[config.mk]
export PLATFORM = sky130hd
export DESIGN_NAME = divider_arbiter
export DESIGN_NICKNAME = d
export VERILOG_FILES = /design/src/rtl/div_arb_pkg.sv /design/src/rtl/divider_arbiter_rr_pick.sv /design/src/rtl/divider_arbiter.sv
export SDC_FILE = /design/constraint.sdc
export NUM_CORES = 1
export LEC_CHECK = 0
export CELL_PAD_IN_SITES_DETAIL_PLACEMENT = 1
export CELL_PAD_IN_SITES_GLOBAL_PLACEMENT = 1
export CORE_MARGIN = 8
export CORE_UTILIZATION = 30
export DETAILED_ROUTE_END_ITERATION = 10
export PLACE_DENSITY = 0.89
export REMOVE_ABC_BUFFERS = 1
export SETUP_SLACK_MARGIN = 0.02
export SYNTH_ARGS = -nofsm -noshare
export SYNTH_HDL_FRONTEND = slang
export SYNTH_SLANG_ARGS = --single-unit
[constraint.sdc]
create_clock -name clock -period 2.5 [get_ports clock]
set_input_delay 0.375 -clock clock [delete_from_list [all_inputs] [get_ports clock]]
set_output_delay 0.375 -clock clock [all_outputs]
set_load 0.01 [all_outputs]
[src/rtl/div_arb_pkg.sv]
`default_nettype none
// ============================================================================
//  Module      : div_arb_pkg
//  Description : Shared constants for the divider arbiter. Holds the FSM state
//                encoding, the default widths and the divider status flag codes
//                in priority order (dvz > ovf > valid).
//  Revision    : 1.0 - initial release
// ============================================================================
package div_arb_pkg;

    parameter int W_DEF = 10;
    parameter int N_DEF = 4;

    // FSM state encoding
    localparam logic [1:0] c_st_idle  = 2'd0;
    localparam logic [1:0] c_st_issue = 2'd1;
    localparam logic [1:0] c_st_wait  = 2'd2;
    localparam logic [1:0] c_st_resp  = 2'd3;

    // Divider status codes, resolved in priority order
    localparam logic [1:0] c_flg_none  = 2'd0;
    localparam logic [1:0] c_flg_dvz   = 2'd1;
    localparam logic [1:0] c_flg_ovf   = 2'd2;
    localparam logic [1:0] c_flg_valid = 2'd3;

    // Reduce simultaneous divider status pulses to the single winning flag.
    function automatic logic [1:0] flag_pick(input logic dvz,
                                             input logic ovf,
                                             input logic vld);
        if (dvz)      return c_flg_dvz;
        else if (ovf) return c_flg_ovf;
        else if (vld) return c_flg_valid;
        else          return c_flg_none;
    endfunction

endpackage
`default_nettype wire

[src/rtl/divider_arbiter_rr_pick.sv]
`default_nettype none
// ============================================================================
//  Module      : rr_pick
//  Description : Combinational round-robin selector. Picks the first asserted
//                request at or after ptr, wrapping to index 0.
//  Ports       : req   [N]   request vector
//                ptr   [IDW] search start index
//                grant [N]   one-hot winner (zero when no request)
//                idx   [IDW] binary index of the winner
//                any         at least one request asserted
//  Revision    : 1.0 - initial release
// ============================================================================
module rr_pick
    import div_arb_pkg::*;
#(
    parameter int N   = N_DEF,
    parameter int IDW = 2
) (
    input  logic [N-1:0]   req,
    input  logic [IDW-1:0] ptr,
    output logic [N-1:0]   grant,
    output logic [IDW-1:0] idx,
    output logic           any
);

    logic [N-1:0] w_hi_mask;
    logic [N-1:0] w_hi_req;
    logic [N-1:0] w_pick_src;

    // Requests at or above the pointer have first claim; if none exist the
    // search wraps and the lowest asserted index overall wins.
    for (genvar gi = 0; gi < N; gi++) begin : g_mask
        assign w_hi_mask[gi] = (IDW'(gi) >= ptr);
    end

    assign w_hi_req   = req & w_hi_mask;
    assign w_pick_src = (|w_hi_req) ? w_hi_req : req;
    // Isolate the lowest set bit
    assign grant      = w_pick_src & (~w_pick_src + N'(1));
    assign any        = |req;

    always_comb begin
        idx = '0;
        for (int i = 0; i < N; i++) begin
            if (grant[i]) begin
                idx = idx | IDW'(i);
            end
        end
    end

endmodule
`default_nettype wire

[src/rtl/divider_arbiter.sv]
`default_nettype none
// ============================================================================
//  Module      : divider_arbiter
//  Description : Shares one sequential divider between N requesters using
//                round-robin arbitration. Latches the winner's operands, pulses
//                the divider start, waits for a divider status pulse and
//                returns quotient / remainder / flags to the winner.
//  Ports       : clock, sclr                 clock and synchronous reset
//                req, req_a, req_b          requester side (packed slices)
//                gnt                        one-hot accept pulse
//                rsp_valid, rsp_id, rsp_q, rsp_r, rsp_ovf, rsp_dvz, rsp_tmo
//                                           response (fields held until next)
//                busy                       state != IDLE
//                div_start, div_sclr, div_a, div_b      to divider
//                div_busy, div_valid, div_ovf, div_dvz, div_q, div_r
//                                           from divider
//  Options     : DIV_ARB_WATCHDOG_EN - abort a WAIT lasting TMO_CYC cycles,
//                clearing the divider and answering with rsp_tmo=1.
//  Revision    : 1.0 - initial release
// ============================================================================
module divider_arbiter
    import div_arb_pkg::*;
#(
    parameter int N       = N_DEF,
    parameter int W       = W_DEF,
    parameter int IDW     = 2,
    parameter int TMO_CYC = 64
) (
    input  logic           clock,
    input  logic           sclr,
    input  logic [N-1:0]   req,
    input  logic [N*W-1:0] req_a,
    input  logic [N*W-1:0] req_b,
    output logic [N-1:0]   gnt,
    output logic           rsp_valid,
    output logic [IDW-1:0] rsp_id,
    output logic [W-1:0]   rsp_q,
    output logic [W-1:0]   rsp_r,
    output logic           rsp_ovf,
    output logic           rsp_dvz,
    output logic           rsp_tmo,
    output logic           busy,
    output logic           div_start,
    output logic           div_sclr,
    output logic [W-1:0]   div_a,
    output logic [W-1:0]   div_b,
    input  logic           div_busy,
    input  logic           div_valid,
    input  logic           div_ovf,
    input  logic           div_dvz,
    input  logic [W-1:0]   div_q,
    input  logic [W-1:0]   div_r
);

    logic [1:0]     r_state;
    logic [1:0]     w_state_nxt;
    logic [IDW-1:0] r_ptr;
    logic [IDW-1:0] r_id;
    logic [N-1:0]   r_gnt;
    logic           r_div_start;
    logic [W-1:0]   r_div_a;
    logic [W-1:0]   r_div_b;
    logic [W-1:0]   r_rsp_q;
    logic [W-1:0]   r_rsp_r;
    logic           r_rsp_ovf;
    logic           r_rsp_dvz;

    logic [N-1:0]   w_grant;
    logic [IDW-1:0] w_idx;
    logic           w_any;
    logic [W-1:0]   w_sel_a;
    logic [W-1:0]   w_sel_b;
    logic [1:0]     w_flag;
    logic           w_status;
    logic           w_tmo_hit;

    // The handshake relies solely on the status pulses; busy is not needed.
    logic           w_unused;
    assign w_unused = div_busy;

    rr_pick #(
        .N   (N),
        .IDW (IDW)
    ) u_rr_pick (
        .req   (req),
        .ptr   (r_ptr),
        .grant (w_grant),
        .idx   (w_idx),
        .any   (w_any)
    );

    // One-hot AND-OR operand mux
    always_comb begin
        w_sel_a = '0;
        w_sel_b = '0;
        for (int i = 0; i < N; i++) begin
            if (w_grant[i]) begin
                w_sel_a = w_sel_a | req_a[i*W +: W];
                w_sel_b = w_sel_b | req_b[i*W +: W];
            end
        end
    end

    // Status only matters while waiting on the divider
    assign w_flag   = (r_state == c_st_wait) ? flag_pick(div_dvz, div_ovf, div_valid)
                                             : c_flg_none;
    assign w_status = (w_flag != c_flg_none);

`ifdef DIV_ARB_WATCHDOG_EN
    localparam int c_wd_w = $clog2(TMO_CYC) + 1;

    logic [c_wd_w-1:0] r_wd_cnt;
    logic              r_rsp_tmo;

    // Counts WAIT cycles; zero on the first WAIT cycle
    always_ff @(posedge clock) begin
        if (sclr) begin
            r_wd_cnt <= '0;
        end else if (r_state == c_st_issue) begin
            r_wd_cnt <= '0;
        end else if (r_state == c_st_wait) begin
            r_wd_cnt <= r_wd_cnt + c_wd_w'(1);
        end
    end

    // A status landing on the timeout cycle takes precedence
    assign w_tmo_hit = (r_state == c_st_wait) && !w_status &&
                       (r_wd_cnt == c_wd_w'(TMO_CYC - 1));

    always_ff @(posedge clock) begin
        if (sclr) begin
            r_rsp_tmo <= 1'b0;
        end else if (w_status) begin
            r_rsp_tmo <= 1'b0;
        end else if (w_tmo_hit) begin
            r_rsp_tmo <= 1'b1;
        end
    end

    assign rsp_tmo = r_rsp_tmo;
`else
    assign w_tmo_hit = 1'b0;
    assign rsp_tmo   = 1'b0;
`endif

    // ------------------------------------------------------------------
    // FSM
    // ------------------------------------------------------------------
    always_ff @(posedge clock) begin
        if (sclr) begin
            r_state <= c_st_idle;
        end else begin
            r_state <= w_state_nxt;
        end
    end

    always_comb begin
        w_state_nxt = r_state;
        case (r_state)
            c_st_idle:  if (w_any) w_state_nxt = c_st_issue;
            c_st_issue: w_state_nxt = c_st_wait;
            c_st_wait:  if (w_status || w_tmo_hit) w_state_nxt = c_st_resp;
            c_st_resp:  w_state_nxt = c_st_idle;
            default:    w_state_nxt = c_st_idle;
        endcase
    end

    // ------------------------------------------------------------------
    // Operand latch, response capture, pointer
    // ------------------------------------------------------------------
    always_ff @(posedge clock) begin
        if (sclr) begin
            r_ptr       <= '0;
            r_id        <= '0;
            r_gnt       <= '0;
            r_div_start <= 1'b0;
            r_div_a     <= '0;
            r_div_b     <= '0;
            r_rsp_q     <= '0;
            r_rsp_r     <= '0;
            r_rsp_ovf   <= 1'b0;
            r_rsp_dvz   <= 1'b0;
        end else begin
            r_gnt       <= '0;
            r_div_start <= 1'b0;
            case (r_state)
                c_st_idle: begin
                    if (w_any) begin
                        r_gnt   <= w_grant;
                        r_id    <= w_idx;
                        r_div_a <= w_sel_a;
                        r_div_b <= w_sel_b;
                    end
                end
                c_st_issue: begin
                    // Registered so the start pulse trails gnt by one cycle
                    r_div_start <= 1'b1;
                end
                c_st_wait: begin
                    case (w_flag)
                        c_flg_dvz: begin
                            r_rsp_q   <= '0;
                            r_rsp_r   <= '0;
                            r_rsp_ovf <= 1'b0;
                            r_rsp_dvz <= 1'b1;
                        end
                        c_flg_ovf: begin
                            r_rsp_q   <= div_q;
                            r_rsp_r   <= div_r;
                            r_rsp_ovf <= 1'b1;
                            r_rsp_dvz <= 1'b0;
                        end
                        c_flg_valid: begin
                            r_rsp_q   <= div_q;
                            r_rsp_r   <= div_r;
                            r_rsp_ovf <= 1'b0;
                            r_rsp_dvz <= 1'b0;
                        end
                        default: begin
                            if (w_tmo_hit) begin
                                r_rsp_q   <= '0;
                                r_rsp_r   <= '0;
                                r_rsp_ovf <= 1'b0;
                                r_rsp_dvz <= 1'b0;
                            end
                        end
                    endcase
                end
                c_st_resp: begin
                    r_ptr <= (r_id == IDW'(N - 1)) ? '0 : r_id + IDW'(1);
                end
                default: ;
            endcase
        end
    end

    assign gnt       = r_gnt;
    assign div_start = r_div_start;
    assign div_a     = r_div_a;
    assign div_b     = r_div_b;
    assign div_sclr  = sclr | w_tmo_hit;
    assign rsp_valid = (r_state == c_st_resp);
    assign rsp_id    = r_id;
    assign rsp_q     = r_rsp_q;
    assign rsp_r     = r_rsp_r;
    assign rsp_ovf   = r_rsp_ovf;
    assign rsp_dvz   = r_rsp_dvz;
    assign busy      = (r_state != c_st_idle);

endmodule
`default_nettype wire

==> flow_metrics.env, run 1 <==
export IMPL_synth_area_um2=3022
export IMPL_gp_congestion=0.7643
export IMPL_powerDensity_nw_per_um2=774.9
export IMPL_synthCells=360
export IMPL_synth_compound_area_share=0.3159
export IMPL_tns_ns=0
export IMPL_placedCellCount=634
export IMPL_synth_xor_area_frac=0
export IMPL_grt_pass1_vias=3778
export IMPL_finClkSkew_ns=0.004764
export IMPL_r2r_start="r_state[0]$_SDFFE_PP0P_"
export IMPL_grt_use_met1=0.2172
export IMPL_timing_fmax_mhz=459.6
export IMPL_cts_repair_resized=0
export IMPL_ff_latch_area_um2=1061
export IMPL_maxSlewViolCount=0
export IMPL_drt_wl_total_um=13330
export IMPL_dieArea_um2=13540
export IMPL_clock_path_buffers=2
export IMPL_cts_tree="done"
export IMPL_die_height_um=116.4
export IMPL_drt_initial_drc_count=163
export IMPL_finalNonFillerCells=642
export IMPL_start_kind="flip-flop"
export IMPL_antenna_found_initial=0
export IMPL_cp_startpoint="r_state[0]$_SDFFE_PP0P_"
export IMPL_tightest_slew_ns=0.9990
export IMPL_via_count=3431
export IMPL_synth_simple_area_share=0.2133
export IMPL_synth_mux_area_frac=0.009938
export IMPL_drive_gt1_frac=0.09234
export IMPL_areaGrowthSynthToFinish_pct=60.66
export IMPL_critPathRequiredTime_ns=2.12
export IMPL_nets=624
export IMPL_grt_max_degree=54
export IMPL_drc=0
export IMPL_ant_nets=0
export IMPL_synth_cell_type_count=38
export IMPL_core_rowCount=36
export IMPL_overflow=0
export IMPL_hp_start="div_b[4]$_SDFFE_PP0P_"
export IMPL_fillers=1145
export IMPL_cts_root_buf="clkbuf_8"
export IMPL_yosys_warnings=0
export IMPL_synthAdderAreaFrac=0.02484
export IMPL_core_area_um2=9774
export IMPL_status="completed"
export IMPL_worstSetupPathType="flip-flop to output port"
export IMPL_hp_class="flip-flop to flip-flop"
export IMPL_slew_headroom=0.3324
export IMPL_final_util=0.4967
export IMPL_top_usage_layer="met2"
export IMPL_avgSynthCellArea_um2=8.393
export IMPL_clk_pin_slew_ns=0.10
export IMPL_synth_top_family_by_area="compound AO/OA/AOI/OAI gates"
export IMPL_num_antenna_cells=0
export IMPL_setup_viol=0
export IMPL_clock_sinks=53
export IMPL_io_buffers=160
export IMPL_grtUsageMet3=0.06205
export IMPL_cts_hold_buf=0
export IMPL_postCtsSetupRepairBufs=0
export IMPL_p_leak_uw=0.001807
export IMPL_worstPathArrival_ns=1.80
export IMPL_synth_seq_area_share=0.3511
export IMPL_yosys_register_bits=53
export IMPL_drv_cap=0
export IMPL_dp_hpwl_um=10410
export IMPL_track_usage=0.1944
export IMPL_period_needed_ns=2.176
export IMPL_end_kind="output port"
export IMPL_die_x_um=116.4
export IMPL_gr_usage_met2=0.3482
export IMPL_drt_pass1_iter_count=4
export IMPL_grt_pass1_wl_um=20670
export IMPL_h_tree_depth=2
export IMPL_rsz0062_at_grt="false"
export IMPL_initial_core_util=0.3091
export IMPL_cp_max_fo=4
export IMPL_via_per_inst=5.344
export IMPL_cts_buffers=5
export IMPL_wl_per_cell_um=20.76
export IMPL_max_vdd_ir_drop_mv=0.3164
export IMPL_insertion_delay_ns=0.31
export IMPL_finalCritPeriodShare=0.8703
export IMPL_pin_count=163
export IMPL_multi_input_area_um2=1730
export IMPL_hold_violations=0
cells by family (layout without fill, tap and decap cells):
family / count (synthesis) / after routing
AO/OA/AOI/OAI: 118 / 118
adder cells (fa/ha/maj): 6 / 6
buffers and inverters: 46 / 195
flip-flops: 53 / 53
multiplexers: 3 / 3
other: 1 / 1
AND/OR/NAND/NOR: 133 / 133
metal layers:
layer	vias up	part of all wire
li1	1625	-
met1	1649	0.40
met2	143	0.49
met3	14	0.096
met4	0	0.016
met5	-	0
critical path, stage by stage (launching register included):
cell             delay (ns)
dfxtp_1                0.40
inv_1                  0.11
ha_1                   0.25
inv_1                  0.15
clkdlybuf4s50_1        0.59
synth_stat cells, drive strengths merged:
cell type  instances  area share
nor3               5      0.0083
conb               1      0.0012
o21ai              4      0.0066
a21o               2      0.0054
buf               21       0.053
and2b              1      0.0029
o21bai             1      0.0025
o311ai             1      0.0054
o221ai             1      0.0050
nand3b             1      0.0025
inv                4      0.0050
clkbuf            21       0.026
and3              20       0.041
a22oi             22       0.055
mux2i              3      0.0099
nand2             23       0.029
nor2b              5       0.010
nand3              1      0.0017
nand2b             2      0.0041
dfxtp             53        0.35
ha                 6       0.025
a211oi            60        0.16
o31ai              1      0.0025
or3                2      0.0058
a21oi              1      0.0029
a311oi             3      0.0087
a32oi             21       0.061
o21a               1      0.0025
nor2              53       0.066
and2              20       0.042
layout by cell type (no fill, tap or decap), types with 2 or more instances in the layout:
cell             instances
o21ai_0                  3
a211oi_1                54
a32oi_1                 21
a211oi_2                 6
mux2i_1                  3
nor2b_1                  5
dfxtp_1                 53
inv_1                    4
clkinvlp_4               2
nor3_1                   5
ha_1                     6
clkbuf_8                 5
a22oi_1                 22
buf_4                   21
a311oi_1                 3
clkdlybuf4s50_1        159
nor2_1                  53
nand2b_1                 2
nand2_1                 23
buf_12                   2
and3_1                  20
and2_1                  19
layout make-up:
class,count,area share
timing repair buffer,183,0.3696
tap,133,0.03428
multi-input combinational,261,0.3564
inverter,4,0.003093
sequential,53,0.2186
clock inverter,2,0.003093
clock buffer,6,0.01495
metrics by stage:
step	hold WS [ns]	worst slack, ns	power, uW	instance area [um2]
final	0.5112	0.3243	3762	4855
after detailed placement	0.4922	0.04240	3301	4767
after global placement	0.4778	0.1333	3194	4767
after CTS	0.5141	0.3079	3815	4855
after floorplan	0.4396	0.5446	2158	2784
after global routing	0.5452	0.2064	4019	4855
registers in the layout, indices dropped and copies added, names as in the netlist:
signal     flops
gnt            4
rsp_r         10
div_start      1
r_ptr          2
div_b         10
rsp_q         10
div_a         10
r_state        2
rsp_dvz        1
rsp_ovf        1
rsp_id         2
worst paths after layout:
kind         depth (start not counted)  slack, ns                    end
max                                  4       0.32                   busy
min reg2reg                          2       0.51  div_b[4]$_SDFFE_PP0P_
max reg2reg                          6       0.39  div_b[1]$_SDFFE_PP0P_
min                                  2       0.51  div_b[4]$_SDFFE_PP0P_
power by group:
part | internal (uW) | total (uW) | switching [uW]
logic | 985 | 2050 | 1060
clock network | 198 | 497 | 299
registers | 1070 | 1220 | 147
Note: power is estimated with default switching activity, not from simulation.
==> inputs of run 2 (changes only) <==
- CORE_UTILIZATION: 30 -> 26
- PLACE_DENSITY: 0.89 -> 0.87
- SYNTH_HIERARCHICAL: unset -> 1
==> run 2 against run 1 <==
Compared with the run above:
- cell count down 21%
- combinational power fell by 32%
- setup slack got worse by 0.067 ns
- die area is 8.6% lower
- clock-buffer cell count fell by 1
- area after synthesis shrank 22%
- routed wire length fell by 27%
- clock skew is 0.0018 ns higher
- sequential share of layout area is 3.6 points higher
- sequential cell count stayed put
==> flow_metrics.env, run 2 <==
export IMPL_start_kind="primary input"
export IMPL_r2r_start="r_ptr[0]$_SDFFE_PP0P_"
export IMPL_async_flop_share=0
export IMPL_synthFlopType="dfxtp_1"
export IMPL_drv_cap=0
export IMPL_overflow=0
export IMPL_grt_pass1_vias=2929
export IMPL_p_switching_uw=1062
export IMPL_via_count=2630
export IMPL_cts_tree="done"
export IMPL_r2r_slack_ns=0.36
export IMPL_max_vdd_ir_drop_mv=0.3968
export IMPL_worstSetupPathType="primary input to flip-flop"
export IMPL_synth_area_um2=2360
export IMPL_powerDensity_nw_per_um2=780.9
export IMPL_r2r_end="div_b[8]$_SDFFE_PP0N_"
export IMPL_period_needed_ns=2.243
export IMPL_cp_max_fo=21
export IMPL_p_leak_uw=0.001533
export IMPL_grt_pass1_wl_um=15540
export IMPL_yosysMostFrequentCell="dfxtp_1"
export IMPL_placedCellCount=497
export IMPL_p_int_uw=2199
export IMPL_finalNonFillerCells=505
export IMPL_finalCritPeriodShare=0.8971
export IMPL_status="completed"
export IMPL_num_antenna_cells=0
export IMPL_fillers=981
export IMPL_clock_path_buffers=2
export IMPL_core_area_um2=8763
export IMPL_synth_commonest_cells="dfxtp_1, a22oi_1, o21ai_0"
export IMPL_hp_class="flip-flop to flip-flop"
export IMPL_drive_gt1_frac=0.09572
export IMPL_worstHoldEndpoint="rsp_r[7]$_SDFFE_PP0P_"
export IMPL_dp_hpwl_um=7511
export IMPL_r2r_cells=5
export IMPL_final_common_cell="clkdlybuf4s50_1"
export IMPL_final_util=0.4764
export IMPL_finClkSkew_ns=0.006609
export IMPL_ant_nets=0
export IMPL_drt_wl_total_um=9747
export IMPL_swShare=0.3257
export IMPL_cp_cell_sequence="clkdlybuf4s50_1 -> nand2b_1 -> o2bb2ai_2 -> a22oi_1 -> a31oi_1"
export IMPL_end_kind="flip-flop"
export IMPL_areaGrowthSynthToFinish_pct=76.94
export IMPL_dr_wl_met3_um=1021
export IMPL_pin_count=163
export IMPL_cts_root_buf="clkbuf_8"
export IMPL_insertion_delay_ns=0.30
export IMPL_synth_top_area_frac=0.4496
export IMPL_design_area_um2=4175
export IMPL_wl_per_cell_um=19.30
export IMPL_clock_sinks=53
export IMPL_tightest_slew_ns=1.103
export IMPL_drt_pass1_iter_count=4
export IMPL_p_clk_frac=0.214
export IMPL_yosys_warnings=6
export IMPL_track_usage=0.1505
export IMPL_via_per_inst=5.208
export IMPL_top_layer_used="met4"
export IMPL_antenna_found_initial=0
export IMPL_worstPathArrival_ns=2.48
export IMPL_placed_area_um2=4031
export IMPL_drt_initial_drc_count=77
export IMPL_critPathSlowestCell="o2bb2ai_2"
export IMPL_die_x_um=111.3
export IMPL_rsz0062_at_grt="false"
export IMPL_h_tree_depth=2
export IMPL_min_path_cells=1
export IMPL_timing_fmax_mhz=445.9
export IMPL_wl_met2_um=4768
export IMPL_max_stage_delay_ns=0.88
export IMPL_clk_pin_slew_ns=0.10
export IMPL_cts_hold_buf=0
export IMPL_initial_core_util=0.2693
export IMPL_synthCells=248
export IMPL_avgSynthCellArea_um2=9.515
export IMPL_synth_enable_flop_cells=0
export IMPL_yosys_register_bits=53
export IMPL_io_buffers=160
export IMPL_drc=0
export IMPL_p_seq_frac=0.359
export IMPL_hold_violations=0
export IMPL_maxSlewViolCount=0
export IMPL_synthTopCellsByArea="dfxtp_1, a22oi_1, a22o_2"
export IMPL_nets=511
export IMPL_layout_common_cells="clkdlybuf4s50_1, dfxtp_1, a22oi_1, o21ai_0"
export IMPL_yosysTopAreaCell="dfxtp_1"
export IMPL_power_frac_comb=0.427
export IMPL_grt_max_degree=47
export IMPL_setup_viol=0
export IMPL_gp_congestion=0.7868
export IMPL_m1WireLength_um=3833
export IMPL_synth_seq_area_share=0.4496
export IMPL_critPathRequiredTime_ns=2.73
export IMPL_hp_start="rsp_r[7]$_SDFFE_PP0P_"
export IMPL_p_total_uw=3260
export IMPL_dieArea_um2=12380
export IMPL_cts_buffers=5
export IMPL_synth_cell_type_count=36
export IMPL_die_height_um=111.3
export IMPL_core_rowCount=34
export IMPL_slew_headroom=0.2601
[run 2: changes by cell type in the layout (fill, tap and decap cells not counted), moves of 6 or more]
cell	change
a31oi_1	+20
a21oi_1	+6
a32oi_1	-21
a211oi_1	-53
o21ai_0	+21
nand2_1	-15
and3_1	-15
and2_1	-18
buf_4	-18
a22o_2	+20
a22oi_1	+20
a211oi_2	-6
nor2_1	-43
[run 2: power by group through the flow]
| stage | sequential (uW) | combinational, uW | clock [uW] |
|---|---|---|---|
| after floorplan | 1260 | 490 | 0 |
| after global placement | 1170 | 1370 | 0 |
| after detailed placement | 1190 | 1410 | 0 |
| after CTS | 1170 | 1420 | 720 |
| after global routing | 1190 | 1520 | 749 |
| final | 1170 | 1390 | 697 |
[run 2: worst max-delay path by stage]
stage                                  from                     to  slack, ns  depth (start not counted)
finish                               req[3]  div_b[8]$_SDFFE_PP0N_       0.26                          5
CTS                 r_state[0]$_SDFFE_PP0P_  rsp_r[0]$_SDFFE_PP0P_       0.16                          5
floorplan           r_state[0]$_SDFFE_PP0P_  rsp_q[0]$_SDFFE_PP0P_       0.21                          5
global placement                     req[3]  div_a[3]$_SDFFE_PP0N_       0.04                          5
global route                         req[0]  div_a[6]$_SDFFE_PP0N_       0.05                          6
detailed placement                   req[2]  div_b[8]$_SDFFE_PP0N_      -0.07                          6
[run 2: layout make-up]
| type | instances | area (um2) | area share |
|---|---|---|---|
| Clock inverter | 3 | 68.82 | 0.01648 |
| Tap cell | 108 | 135.1 | 0.03236 |
| Clock buffer | 5 | 68.82 | 0.01648 |
| Multi-Input combinational cell | 166 | 1175 | 0.2814 |
| Sequential cell | 53 | 1061 | 0.2541 |
| Inverter | 6 | 22.52 | 0.005394 |
| Timing Repair Buffer | 164 | 1644 | 0.3938 |
[run 2: metrics by stage]
stage          hold slack (ns)  setup slack (ns)  setup TNS, ns
2_1_floorplan           0.4441            0.2083              0
3_3_place_gp            0.4637           0.04278              0
3_5_place_dp            0.4707          -0.06558        -0.5748
4_1_cts                 0.4959            0.1578              0
5_1_grt                 0.5158           0.05292              0
6_report                0.4903            0.2573              0
[run 2: cells by family after synthesis]
kind of cell / synth area share
buffers and inverters: 0.05991
muxes: 0.01273
AOI/OAI and AO/OA: 0.3685
and+or+nand+nor: 0.08113
adders and majority gates: 0.02651
other: 0.001589
DFF: 0.4496
[run 2: per-layer routing]
| layer | vias up | track usage |
|---|---|---|
| li1 | 1239 | - |
| met1 | 1259 | 0.1580 |
| met2 | 122 | 0.2623 |
| met3 | 10 | 0.07305 |
| met4 | 0 | 0.03733 |
| met5 | - | 0 |
[run 2: critical path: cells and delay by family]
kind | cells | cell delay [ns]
buffers and inverters | 1 | 0.53
and+or+nand+nor | 1 | 0.24
AOI/OAI and AO/OA | 3 | 1.33
[run 2: what timing repair did]
item | in CTS | in global routing
setup buffers | 0 | 0
gates resized for setup | 0 | 1
endpoints found under the setup margin | 0 | 19
==> inputs of run 3 (changes only) <==
- SETUP_SLACK_MARGIN: 0.02 -> 0.05
==> results of run 3 <==
Final layout, timing and power as in run 2 (identical DEF).
